===== config.mk =====
export PLATFORM = sky130hd
export DESIGN_NAME = vs_codec_responder_flat
export DESIGN_NICKNAME = d
export VERILOG_FILES = /design/src/rtl/vs_codec_responder_if.sv /design/src/rtl/vs_codec_responder.sv /design/src/flat_wrapper.sv
export SDC_FILE = /design/constraint.sdc
export NUM_CORES = 1
export LEC_CHECK = 0
export CAP_MARGIN = 5
export CORE_MARGIN = 2
export CORE_UTILIZATION = 48
export DETAILED_ROUTE_END_ITERATION = 10
export GPL_TIMING_DRIVEN = 1
export PLACE_DENSITY = 0.66
export SYNTH_ARGS = -nofsm -noshare
export SYNTH_HDL_FRONTEND = slang
export SYNTH_SLANG_ARGS = --single-unit

===== constraint.sdc =====
create_clock -name clk -period 8.5 [get_ports clk]
set_input_delay 1.7 -clock clk [delete_from_list [all_inputs] [get_ports clk]]
set_output_delay 1.7 -clock clk [all_outputs]
set_load 0.05 [all_outputs]

===== src/rtl/vs_codec_responder_if.sv =====
// Serial bus between the MP3 SPI master and the VS10xx-style responder:
// SCI/SDI selects, serial clock and data, hardware reset, read data and DREQ.
interface vs_codec_responder_if;
   logic i_XCS;
   logic i_XDCS;
   logic i_SCK;
   logic i_SI;
   logic i_XRST;
   logic o_SO;
   logic o_DREQ;

   modport master (
      output i_XCS, i_XDCS, i_SCK, i_SI, i_XRST,
      input  o_SO, o_DREQ
   );

   modport slave (
      input  i_XCS, i_XDCS, i_SCK, i_SI, i_XRST,
      output o_SO, o_DREQ
   );
endinterface


===== src/rtl/vs_codec_responder.sv =====
// Responder model of a VS10xx decoder serial side: SCI register file with
// read/write frames, SDI byte FIFO drained at a fixed rate, and DREQ flow control.
module vs_codec_responder #(
   parameter int FIFO_DEPTH      = 64,
   parameter int DREQ_FREE       = 32,
   parameter int DRAIN_DIV       = 200,
   parameter int SOFT_RST_CYCLES = 100
) (
   input  logic                          clk,
   input  logic                          rst,
   vs_codec_responder_if.slave           bus,
   output logic                          o_sci_wr,
   output logic [3:0]                    o_sci_addr,
   output logic [15:0]                   o_sci_data,
   output logic [15:0]                   o_mode,
   output logic [15:0]                   o_vol,
   output logic [$clog2(FIFO_DEPTH):0]   o_fifo_level,
   output logic [31:0]                   o_sdi_byte_cnt,
   output logic                          o_err
);

   localparam int LW  = $clog2(FIFO_DEPTH) + 1;
   localparam int DCW = (DRAIN_DIV > 1) ? $clog2(DRAIN_DIV) : 1;
   localparam int HCW = $clog2(SOFT_RST_CYCLES + 1);

   typedef enum logic [2:0] {
      S_IDLE,
      S_OPC,
      S_ADDR,
      S_DATA_WR,
      S_DATA_RD,
      S_DONE
   } sci_state_t;

   sci_state_t state, state_nxt;

   logic [4:0]     sync1, sync2;
   logic           xcs_s, xdcs_s, sck_s, si_s, xrst_s;
   logic           sck_d, xcs_d, xdcs_d;
   logic           core_rst;
   logic           sck_rise, sck_fall, xcs_fall, xcs_rise;
   logic           sci_bit, sdi_bit, conflict;

   logic [5:0]     bit_cnt;
   logic [14:0]    sci_sr;
   logic [15:0]    sci_in;
   logic [7:0]     opcode;
   logic [7:0]     addr_q;
   logic [15:0]    rd_sr;
   logic           so;
   logic [15:0]    regs [16];
   logic           bad_op, wr_fire, rd_load, soft_rst;
   logic [HCW-1:0] hold_cnt;

   logic [2:0]     sdi_cnt;
   logic [LW-1:0]  level;
   logic [DCW-1:0] drain_cnt;
   logic           push, full, push_ok, pop;
   logic           dreq;

   // Two-flop synchronizers plus one history flop for edge detection; only the
   // external reset clears them so they keep tracking the pins during XRST.
   always_ff @(posedge clk) begin
      if (rst) begin
         sync1  <= 5'b10011;
         sync2  <= 5'b10011;
         sck_d  <= 1'b0;
         xcs_d  <= 1'b1;
         xdcs_d <= 1'b1;
      end else begin
         sync1  <= {bus.i_XRST, bus.i_SI, bus.i_SCK, bus.i_XDCS, bus.i_XCS};
         sync2  <= sync1;
         sck_d  <= sck_s;
         xcs_d  <= xcs_s;
         xdcs_d <= xdcs_s;
      end
   end

   assign xcs_s    = sync2[0];
   assign xdcs_s   = sync2[1];
   assign sck_s    = sync2[2];
   assign si_s     = sync2[3];
   assign xrst_s   = sync2[4];
   assign core_rst = rst | ~xrst_s;

   assign sck_rise = sck_s & ~sck_d;
   assign sck_fall = ~sck_s & sck_d;
   assign xcs_fall = ~xcs_s & xcs_d;
   assign xcs_rise = xcs_s & ~xcs_d;
   assign conflict = ~xcs_s & ~xdcs_s;
   assign sci_bit  = sck_rise & ~xcs_s & xdcs_s;
   assign sdi_bit  = sck_rise & ~xdcs_s & xcs_s;
   assign sci_in   = {sci_sr, si_s};

   always_ff @(posedge clk) begin
      if (core_rst) state <= S_IDLE;
      else          state <= state_nxt;
   end

   // Frame decode: bit_cnt holds the bits already seen, so the bit completing
   // the opcode/address/data field arrives while bit_cnt is 7/15/31.
   always_comb begin
      state_nxt = state;
      bad_op    = 1'b0;
      wr_fire   = 1'b0;
      rd_load   = 1'b0;
      case (state)
         S_IDLE:    if (xcs_fall) state_nxt = S_OPC;
         S_OPC:     if (sci_bit && bit_cnt == 6'd7) state_nxt = S_ADDR;
         S_ADDR: begin
            if (sci_bit && bit_cnt == 6'd15) begin
               if (opcode == 8'h02) begin
                  state_nxt = S_DATA_WR;
               end else if (opcode == 8'h03) begin
                  state_nxt = S_DATA_RD;
                  rd_load   = 1'b1;
               end else begin
                  state_nxt = S_DONE;
                  bad_op    = 1'b1;
               end
            end
         end
         S_DATA_WR: begin
            if (sci_bit && bit_cnt == 6'd31) begin
               state_nxt = S_DONE;
               wr_fire   = 1'b1;
            end
         end
         S_DATA_RD: if (sci_bit && bit_cnt == 6'd31) state_nxt = S_DONE;
         default:   state_nxt = state;
      endcase
      if (xcs_rise) state_nxt = S_IDLE;
   end

   assign soft_rst = wr_fire && (addr_q == 8'h00) && sci_in[2];

   always_ff @(posedge clk) begin
      if (core_rst) begin
         bit_cnt    <= '0;
         sci_sr     <= '0;
         opcode     <= '0;
         addr_q     <= '0;
         rd_sr      <= '0;
         so         <= 1'b0;
         o_sci_wr   <= 1'b0;
         o_sci_addr <= '0;
         o_sci_data <= '0;
         hold_cnt   <= '0;
         for (int i = 0; i < 16; i++) regs[i] <= (i == 0) ? 16'h0800 : 16'h0000;
      end else begin
         o_sci_wr <= 1'b0;
         if (xcs_fall)
            bit_cnt <= '0;
         else if (sci_bit && bit_cnt != 6'd63)
            bit_cnt <= bit_cnt + 6'd1;
         if (sci_bit) sci_sr <= sci_in[14:0];
         if (state == S_OPC && sci_bit && bit_cnt == 6'd7) opcode <= sci_in[7:0];
         if (state == S_ADDR && sci_bit && bit_cnt == 6'd15) addr_q <= sci_in[7:0];

         if (state != S_DATA_RD) begin
            so <= 1'b0;
         end else if (sck_fall) begin
            so    <= rd_sr[15];
            rd_sr <= {rd_sr[14:0], 1'b0};
         end
         if (rd_load) rd_sr <= (sci_in[7:4] == 4'h0) ? regs[sci_in[3:0]] : 16'h0000;

         // The soft-reset bit of SCI_MODE is a command, so it is never stored.
         if (wr_fire && addr_q[7:4] == 4'h0) begin
            regs[addr_q[3:0]] <= (addr_q[3:0] == 4'h0) ? (sci_in & 16'hFFFB) : sci_in;
            o_sci_wr   <= 1'b1;
            o_sci_addr <= addr_q[3:0];
            o_sci_data <= sci_in;
         end

         if (soft_rst)
            hold_cnt <= HCW'(SOFT_RST_CYCLES);
         else if (hold_cnt != '0)
            hold_cnt <= hold_cnt - 1'b1;
      end
   end

   // The decoder model only consumes bytes, so the FIFO tracks occupancy alone.
   assign push    = sdi_bit && (sdi_cnt == 3'd7);
   assign full    = (level == LW'(FIFO_DEPTH));
   assign push_ok = push && !full;
   assign pop     = (drain_cnt == DCW'(DRAIN_DIV - 1)) && (level != '0);

   always_ff @(posedge clk) begin
      if (core_rst) begin
         sdi_cnt        <= '0;
         level          <= '0;
         drain_cnt      <= '0;
         o_sdi_byte_cnt <= '0;
      end else begin
         if (xdcs_s)
            sdi_cnt <= '0;
         else if (sdi_bit)
            sdi_cnt <= sdi_cnt + 3'd1;

         if (soft_rst) begin
            level     <= '0;
            drain_cnt <= '0;
         end else begin
            level <= level + LW'(push_ok) - LW'(pop);
            if (level == '0 || drain_cnt == DCW'(DRAIN_DIV - 1))
               drain_cnt <= '0;
            else
               drain_cnt <= drain_cnt + 1'b1;
         end

         if (push_ok) o_sdi_byte_cnt <= o_sdi_byte_cnt + 32'd1;
      end
   end

   always_ff @(posedge clk) begin
      if (core_rst) begin
         o_err <= 1'b0;
         dreq  <= 1'b0;
      end else begin
         if (bad_op || (wr_fire && addr_q[7:4] != 4'h0) || (push && full) || conflict)
            o_err <= 1'b1;
         dreq <= ((LW'(FIFO_DEPTH) - level) >= LW'(DREQ_FREE)) && (hold_cnt == '0);
      end
   end

   assign bus.o_SO     = so;
   assign bus.o_DREQ   = dreq;
   assign o_mode       = regs[0];
   assign o_vol        = regs[11];
   assign o_fifo_level = level;

endmodule


===== src/flat_wrapper.sv =====
// flat-port wrapper written by rule: the top's interface ports become plain ports
module vs_codec_responder_flat 
#(
   parameter int FIFO_DEPTH      = 64,
   parameter int DREQ_FREE       = 32,
   parameter int DRAIN_DIV       = 200,
   parameter int SOFT_RST_CYCLES = 100
)
  (clk, rst, o_sci_wr, o_sci_addr, o_sci_data, o_mode, o_vol, o_fifo_level, o_sdi_byte_cnt, o_err, bus_i_XCS, bus_i_XDCS, bus_i_SCK, bus_i_SI, bus_i_XRST, bus_o_SO, bus_o_DREQ);
  vs_codec_responder_if bus_i ();
  input  logic clk;
  input  logic rst;
  output logic o_sci_wr;
  output logic [3:0] o_sci_addr;
  output logic [15:0] o_sci_data;
  output logic [15:0] o_mode;
  output logic [15:0] o_vol;
  output logic [$clog2(FIFO_DEPTH):0] o_fifo_level;
  output logic [31:0] o_sdi_byte_cnt;
  output logic o_err;
  input wire logic [$bits(bus_i.i_XCS)-1:0] bus_i_XCS;
  input wire logic [$bits(bus_i.i_XDCS)-1:0] bus_i_XDCS;
  input wire logic [$bits(bus_i.i_SCK)-1:0] bus_i_SCK;
  input wire logic [$bits(bus_i.i_SI)-1:0] bus_i_SI;
  input wire logic [$bits(bus_i.i_XRST)-1:0] bus_i_XRST;
  output wire logic [$bits(bus_i.o_SO)-1:0] bus_o_SO;
  output wire logic [$bits(bus_i.o_DREQ)-1:0] bus_o_DREQ;
  assign bus_i.i_XCS = bus_i_XCS;
  assign bus_i.i_XDCS = bus_i_XDCS;
  assign bus_i.i_SCK = bus_i_SCK;
  assign bus_i.i_SI = bus_i_SI;
  assign bus_i.i_XRST = bus_i_XRST;
  assign bus_o_SO = bus_i.o_SO;
  assign bus_o_DREQ = bus_i.o_DREQ;
  vs_codec_responder #(.FIFO_DEPTH(FIFO_DEPTH), .DREQ_FREE(DREQ_FREE), .DRAIN_DIV(DRAIN_DIV), .SOFT_RST_CYCLES(SOFT_RST_CYCLES)) u_core (.clk(clk), .rst(rst), .bus(bus_i), .o_sci_wr(o_sci_wr), .o_sci_addr(o_sci_addr), .o_sci_data(o_sci_data), .o_mode(o_mode), .o_vol(o_vol), .o_fifo_level(o_fifo_level), .o_sdi_byte_cnt(o_sdi_byte_cnt), .o_err(o_err));
endmodule

==> results.py, run 1 <==
metrics = {
    "clock_tree": {
        "clkLatencyLatePin_ns": 0.55,
        "cts.sinks": 405,
        "cts_root_buf": "clkbuf_16",
        "cts_tree": "yes",
        "cts_resized": 0,
        "cts_setup_buffers": 0,
        "path_clk_slew_ns": 0.06,
        "numCtsBuffers": 41,
        "ctsHoldBuffers": 0,
        "clock_path_buffers": 3,
        "htree_levels": 2,
    },
    "synth": {
        "yosys-top-cells-area": "edfxtp_1 (42%), dfxtp_1 (16%), and2_1 (8.4%), mux4_2 (7.9%), nand2_1 (2.9%)",
        "synth_area_um2": 18100,
        "synth_edf_count": 256,
        "ys_types": 63,
        "syn-instance-count": 1473,
        "synth_common_cells": "edfxtp_1 (256), and2_1 (243), dfxtp_1 (149)",
        "synth_seq_cells": 405,
        "synth_flop_cell": "edfxtp_1",
        "yosysMostFrequentCell": "edfxtp_1",
        "syn_area_per_cell_um2": 12.3,
        "synthesis.nets": 1498,
        "seq_area_frac_synth": 0.588,
        "yosysTopAreaCell": "edfxtp_1",
        "yosysTopAreaCellShare": 0.424,
        "ys_warn_count": 0,
        "async_flop_share": 0,
    },
    "route": {
        "dr.first_iter.drc_count": 1142,
        "drt_drc_violations_left": 0,
        "antenna_left": 0,
        "vias": 11700,
        "via_per_inst": 5.68,
        "wl_per_cell_um": 23.0,
        "drt-total-wl_um": 47600,
        "first_pass_iters": 5,
    },
    "die": {
        "core.rowCount": 71,
        "core-area_um2": 37400,
        "pin_count": 102,
        "dieArea_um2": 39400,
        "die_x_um": 198,
        "die_y_um": 198,
        "start_util": 0.485,
    },
    "power": {
        "pwr-share-clk": 0.427,
        "pwr-share-comb": 0.040,
        "p_int_mw": 3.21,
        "swShare": 0.218,
        "p_leak_nw": 7.39,
        "vdd_drop_max_uv": 106,
        "p_seq_frac": 0.533,
        "power_density_nw_per_um2": 198,
        "fin_total_pwr_mw": 4.11,
        "p_sw_mw": 0.895,
    },
    "timing": {
        "worst_slack_ns": 3.60,
        "finalHoldViolations": 0,
        "max_slew_margin": 0.220,
        "worst_slew_pin_slew_ns": 1.17,
        "finalHoldWorstSlack_ns": 0.408,
        "skew_ns": 0.0209,
        "rsz0062_at_grt": "no",
        "fin_crit_ns": 4.90,
        "setup_viol": 0,
        "fin_crit_sh": 0.576,
        "fmax_ghz": 0.204,
        "finalSetupTns_ns": 0,
        "maxSlewViolCount": 0,
    },
    "finish": {
        "layout-area-overhead-vs-synth_pct": 14.3,
        "nets": 1547,
        "fin_util": 0.554,
        "fin_cells": 2067,
        "final_area_um2": 20700,
        "multi_input_area_um2": 6900,
        "drive_gt1_frac": 0.114,
        "seq_area_um2": 10700,
        "n_fill_cell": 3127,
    },
    "critical_path": {
        "critPathMaxFanout": 26,
        "r2r_cells": 6,
        "crit_type": "input port to flop",
        "critPathLaunchType": "input port",
        "crit_required_ns": 8.67,
        "slowest_delay_ns": 0.82,
        "slowest_stage": "nor2b_4",
        "arrival_ns": 5.06,
        "crit_chain": "clkdlybuf4s50_1 > nor2b_4 > nand4_4 > buf_4 > nor4_4 > nand2b_1",
        "end_kind": "flop",
    },
    "global_route": {
        "grt_antenna_before_repair": 2,
        "grt_pass1_wl_um": 70500,
        "grt_pass1_vias": 11400,
        "grt_start_max_net_pins": 94,
        "grt_overflow": 0,
        "grt_use_total": 0.246,
    },
    "placed_design": {
        "dp_slack_ns": 3.01,
        "portBuffers": 101,
        "gp_congestion": 0.906,
        "dpl_cell_area_um2": 19400,
        "placed_cells": 1990,
        "hpwl_um": 31300,
    },
    "status": {
        "status": "complete, no violations",
    },
    "worst_hold_path": {
        "hold_depth": 1,
        "hp-class": "flop to flop",
    },
    "run": {
        "drv_cap": 0,
    },
}
[cell type report]
class / instances / area share
inverters: 21 / 0.00380
clock inverters: 16 / 0.00513
multi-input cells: 937 / 0.333
flip-flops and latches: 405 / 0.515
clock buffers: 60 / 0.0575
well taps: 511 / 0.0309
repair buffers: 116 / 0.0542
diodes: 1 / 0.000121
[power groups by stage]
| stage | clock network, mW | logic (mW) | registers [mW] |
|---|---|---|---|
| CTS | 1.77 | 0.165 | 2.19 |
| global route | 1.86 | 0.174 | 2.19 |
| floorplan | 0 | 0.0885 | 2.23 |
| global placement | 0 | 0.163 | 2.23 |
| detailed placement | 0 | 0.165 | 2.23 |
| finish | 1.75 | 0.166 | 2.19 |
[sequential cells by signal (all words and copies together), names as in the netlist, 3 cells and up]
register / flops
u_core.sci_sr: 15
u_core.rd_sr: 16
u_core.drain_cnt: 8
u_core.regs: 256
u_core.bit_cnt: 6
u_core.opcode: 8
u_core.state: 3
u_core.sdi_cnt: 3
u_core.sync1: 5
u_core.o_sci_data: 16
u_core.sync2: 5
u_core.o_fifo_level: 7
u_core.hold_cnt: 7
u_core.o_sci_addr: 4
u_core.o_sdi_byte_cnt: 32
u_core.addr_q: 8
[cell usage in the layout, fill, tap and decap left out, types with 3 or more instances in the layout]
cell             count
edfxtp_1           256
and2_1             243
dfxtp_1            146
nand2_1            138
clkdlybuf4s50_1    101
nor2_1              79
a21oi_1             75
mux4_2              64
clkbuf_16           43
xor2_1              35
a22oi_1             28
nand2b_1            27
and3_1              24
o21ai_0             23
inv_1               21
nand4_1             19
nand3_1             18
ha_1                17
mux2i_1             16
buf_4               15
xnor2_1             12
nor2b_1             11
nor4_1              11
nor3_1              11
clkbuf_1            11
nor3_4               9
or3_1                9
or2_2                8
clkinv_2             8
nor4_4               7
and4_1               6
clkinv_1             5
clkbuf_8             5
a211oi_1             4
or4_1                4
o21ai_1              3
[cell families after synthesis]
family / share of synthesized area
xor+xnor: 0.0227
compound gates: 0.0504
fa+ha+maj: 0.0128
flops: 0.588
simple gates: 0.204
buf+inv: 0.0328
mux: 0.0889
other cells: 0.000207
[worst max-delay path, delay by kind of cell]
family,cells,cell delay [ns]
and+or+nand+nor,4,2.31
buffers and inverters,2,1.02
[worst paths after layout]
kind / start / end / slack, ns
min: u_core.sync1[4]$_SDFF_PP1_ / u_core.sync2[4]$_SDFF_PP1_ / 0.41
max: rst / u_core.regs[12][10]$_SDFFCE_PN0P_ / 3.60
min reg2reg: u_core.sync1[4]$_SDFF_PP1_ / u_core.sync2[4]$_SDFF_PP1_ / 0.41
max reg2reg: u_core.sync2[1]$_SDFF_PP1_ / u_core.regs[12][10]$_SDFFCE_PN0P_ / 4.46
[per-layer routing]
metal | global-route usage | vias up | wire length [um]
met1 | 0.329 | 5834 | 19400
met2 | 0.405 | 468 | 23100
li1 | - | 5344 | -
met3 | 0.0424 | 87 | 3520
met4 | 0.0927 | 0 | 1570
met5 | 0 | - | 0
No activity file was read; power rests on OpenSTA's default activity.
==> run 2, diff against run 1 <==
- clock period: 8.5 -> 5 ns (I/O delays scaled with it)
==> results.py, run 2 (synthesized netlist as in run 1, its figures left out) <==
metrics = {
    "global_route": {
        "grt_pass1_wl_um": 69300,
        "grt_antenna_before_repair": 0,
        "grt_start_max_net_pins": 59,
        "grt_overflow": 0,
        "grt_use_total": 0.238,
        "grt_pass1_vias": 11500,
    },
    "placed_design": {
        "hpwl_um": 30100,
        "portBuffers": 101,
        "dp_slack_ns": 0.651,
        "gp_congestion": 0.851,
    },
    "finish": {
        "largest_register_ffs": 256,
        "nets": 1554,
        "n_fill_cell": 3078,
        "final_common_cell": "edfxtp_1",
        "diodes": 0,
        "mostFrequentLayoutCells": "edfxtp_1 (256), and2_1 (243), dfxtp_1 (146), nand2_1 (138), clkdlybuf4s50_1 (101)",
        "fin_util": 0.560,
        "largestRegisters": "u_core.regs: 256 flops, u_core.o_sdi_byte_cnt: 32 flops",
        "layout-area-overhead-vs-synth_pct": 15.4,
        "drive_gt1_frac": 0.123,
        "largest_register": "u_core.regs",
    },
    "clock_tree": {
        "cts_setup_buffers": 0,
        "clkLatencyLatePin_ns": 0.56,
        "clock_path_buffers": 3,
        "cts_resized": 0,
        "numCtsBuffers": 43,
        "cts.sinks": 405,
        "path_clk_slew_ns": 0.06,
        "htree_levels": 2,
        "ctsHoldBuffers": 0,
        "cts_root_buf": "clkbuf_16",
        "cts_tree": "yes",
    },
    "die": {
        "core-area_um2": 37400,
        "core.rowCount": 71,
        "die_y_um": 198,
        "pin_count": 102,
        "start_util": 0.485,
        "die_x_um": 198,
        "dieArea_um2": 39400,
    },
    "power": {
        "pwr-share-comb": 0.038,
        "vdd_drop_max_uv": 227,
        "pwr-share-clk": 0.451,
        "fin_total_pwr_mw": 7.27,
        "p_leak_nw": 7.48,
        "p_sw_mw": 1.58,
        "p_seq_frac": 0.511,
        "swShare": 0.217,
        "p_int_mw": 5.70,
        "power_density_nw_per_um2": 347,
    },
    "timing": {
        "fin_crit_ns": 3.87,
        "max_slew_margin": 0.213,
        "fin_crit_sh": 0.773,
        "skew_ns": 0.0293,
        "fmax_ghz": 0.259,
        "finalSetupTns_ns": 0,
        "setup_viol": 0,
        "worst_slack_ns": 1.13,
        "finalHoldViolations": 0,
        "maxSlewViolCount": 0,
        "rsz0062_at_grt": "no",
        "worst_slew_pin_slew_ns": 1.18,
    },
    "critical_path": {
        "critPathLaunchType": "flop",
        "end_kind": "flop",
        "arrival_ns": 4.04,
        "crit_required_ns": 5.17,
        "crit_type": "flop to flop",
        "critPathMaxFanout": 19,
    },
    "route": {
        "wl_met2_um": 22800,
        "drt_drc_violations_left": 0,
        "antenna_left": 0,
        "wl_per_cell_um": 22.1,
        "first_pass_iters": 5,
        "drt-total-wl_um": 45900,
        "via_per_inst": 5.60,
        "dr_wl_met3_um": 2770,
        "dr.first_iter.drc_count": 921,
        "vias": 11600,
        "wl_met1_um": 18900,
        "top_layer": "met4",
    },
    "status": {
        "status": "complete, no violations",
    },
    "run": {
        "drv_cap": 0,
    },
    "worst_hold_path": {
        "hp-class": "flop to flop",
    },
}
==> run 2: path summary, 6_finish.rpt <==
path / depth (start not counted) / slack [ns] / endpoint / from
worst max-delay path: 8 / 1.13 / u_core.regs[11][15]$_SDFFCE_PN0P_ / u_core.sync2[1]$_SDFF_PP1_
worst min-delay path: 1 / 0.41 / u_core.sync2[4]$_SDFF_PP1_ / u_core.sync1[4]$_SDFF_PP1_
worst max register to register: 8 / 1.13 / u_core.regs[11][15]$_SDFFCE_PN0P_ / u_core.sync2[1]$_SDFF_PP1_
worst min register to register: 1 / 0.41 / u_core.sync2[4]$_SDFF_PP1_ / u_core.sync1[4]$_SDFF_PP1_
==> run 2: cell type report <==
cell class	count	area [um2]	area share
Multi-Input combinational cell	937	6900	0.329
Clock inverter	23	249	0.0119
Clock buffer	57	1220	0.0584
Tap cell	511	639	0.0305
Inverter	21	78.8	0.00376
Sequential cell	405	10700	0.510
Timing Repair Buffer	121	1170	0.0561
==> run 2: power groups by stage <==
stage / registers, mW / clock network, mW / logic [mW]
global route: 3.72 / 3.46 / 0.292
global placement: 3.79 / 0 / 0.274
finish: 3.72 / 3.28 / 0.276
detailed placement: 3.79 / 0 / 0.278
floorplan: 3.79 / 0 / 0.151
CTS: 3.72 / 3.32 / 0.278
==> run 2: routing by layer <==
metal	vias up	GRT usage
met3	81	0.0378
met1	5790	0.313
li1	5356	-
met5	-	0
met4	0	0.0866
met2	390	0.402
==> run 2: critical path, stage by stage, from the launching register on <==
cell and delay, ns:
dfxtp_1 0.45, nor4bb_4 0.32, buf_4 0.27, and3_1 0.35
nand4_4 0.54, buf_4 0.42, nor3_4 0.19, buf_4 0.23
nand2b_1 0.70
==> run 2: stage by stage <==
step | area [um2] | cells | hold slack [ns]
after CTS | 20900 | 2074 | 0.411
after detailed placement | 19500 | 1994 | 0.397
after floorplan | 18100 | 1473 | 0.389
final | 20900 | 2075 | 0.409
after global placement | 19500 | 1994 | 0.394
after global routing | 20900 | 2075 | 0.426
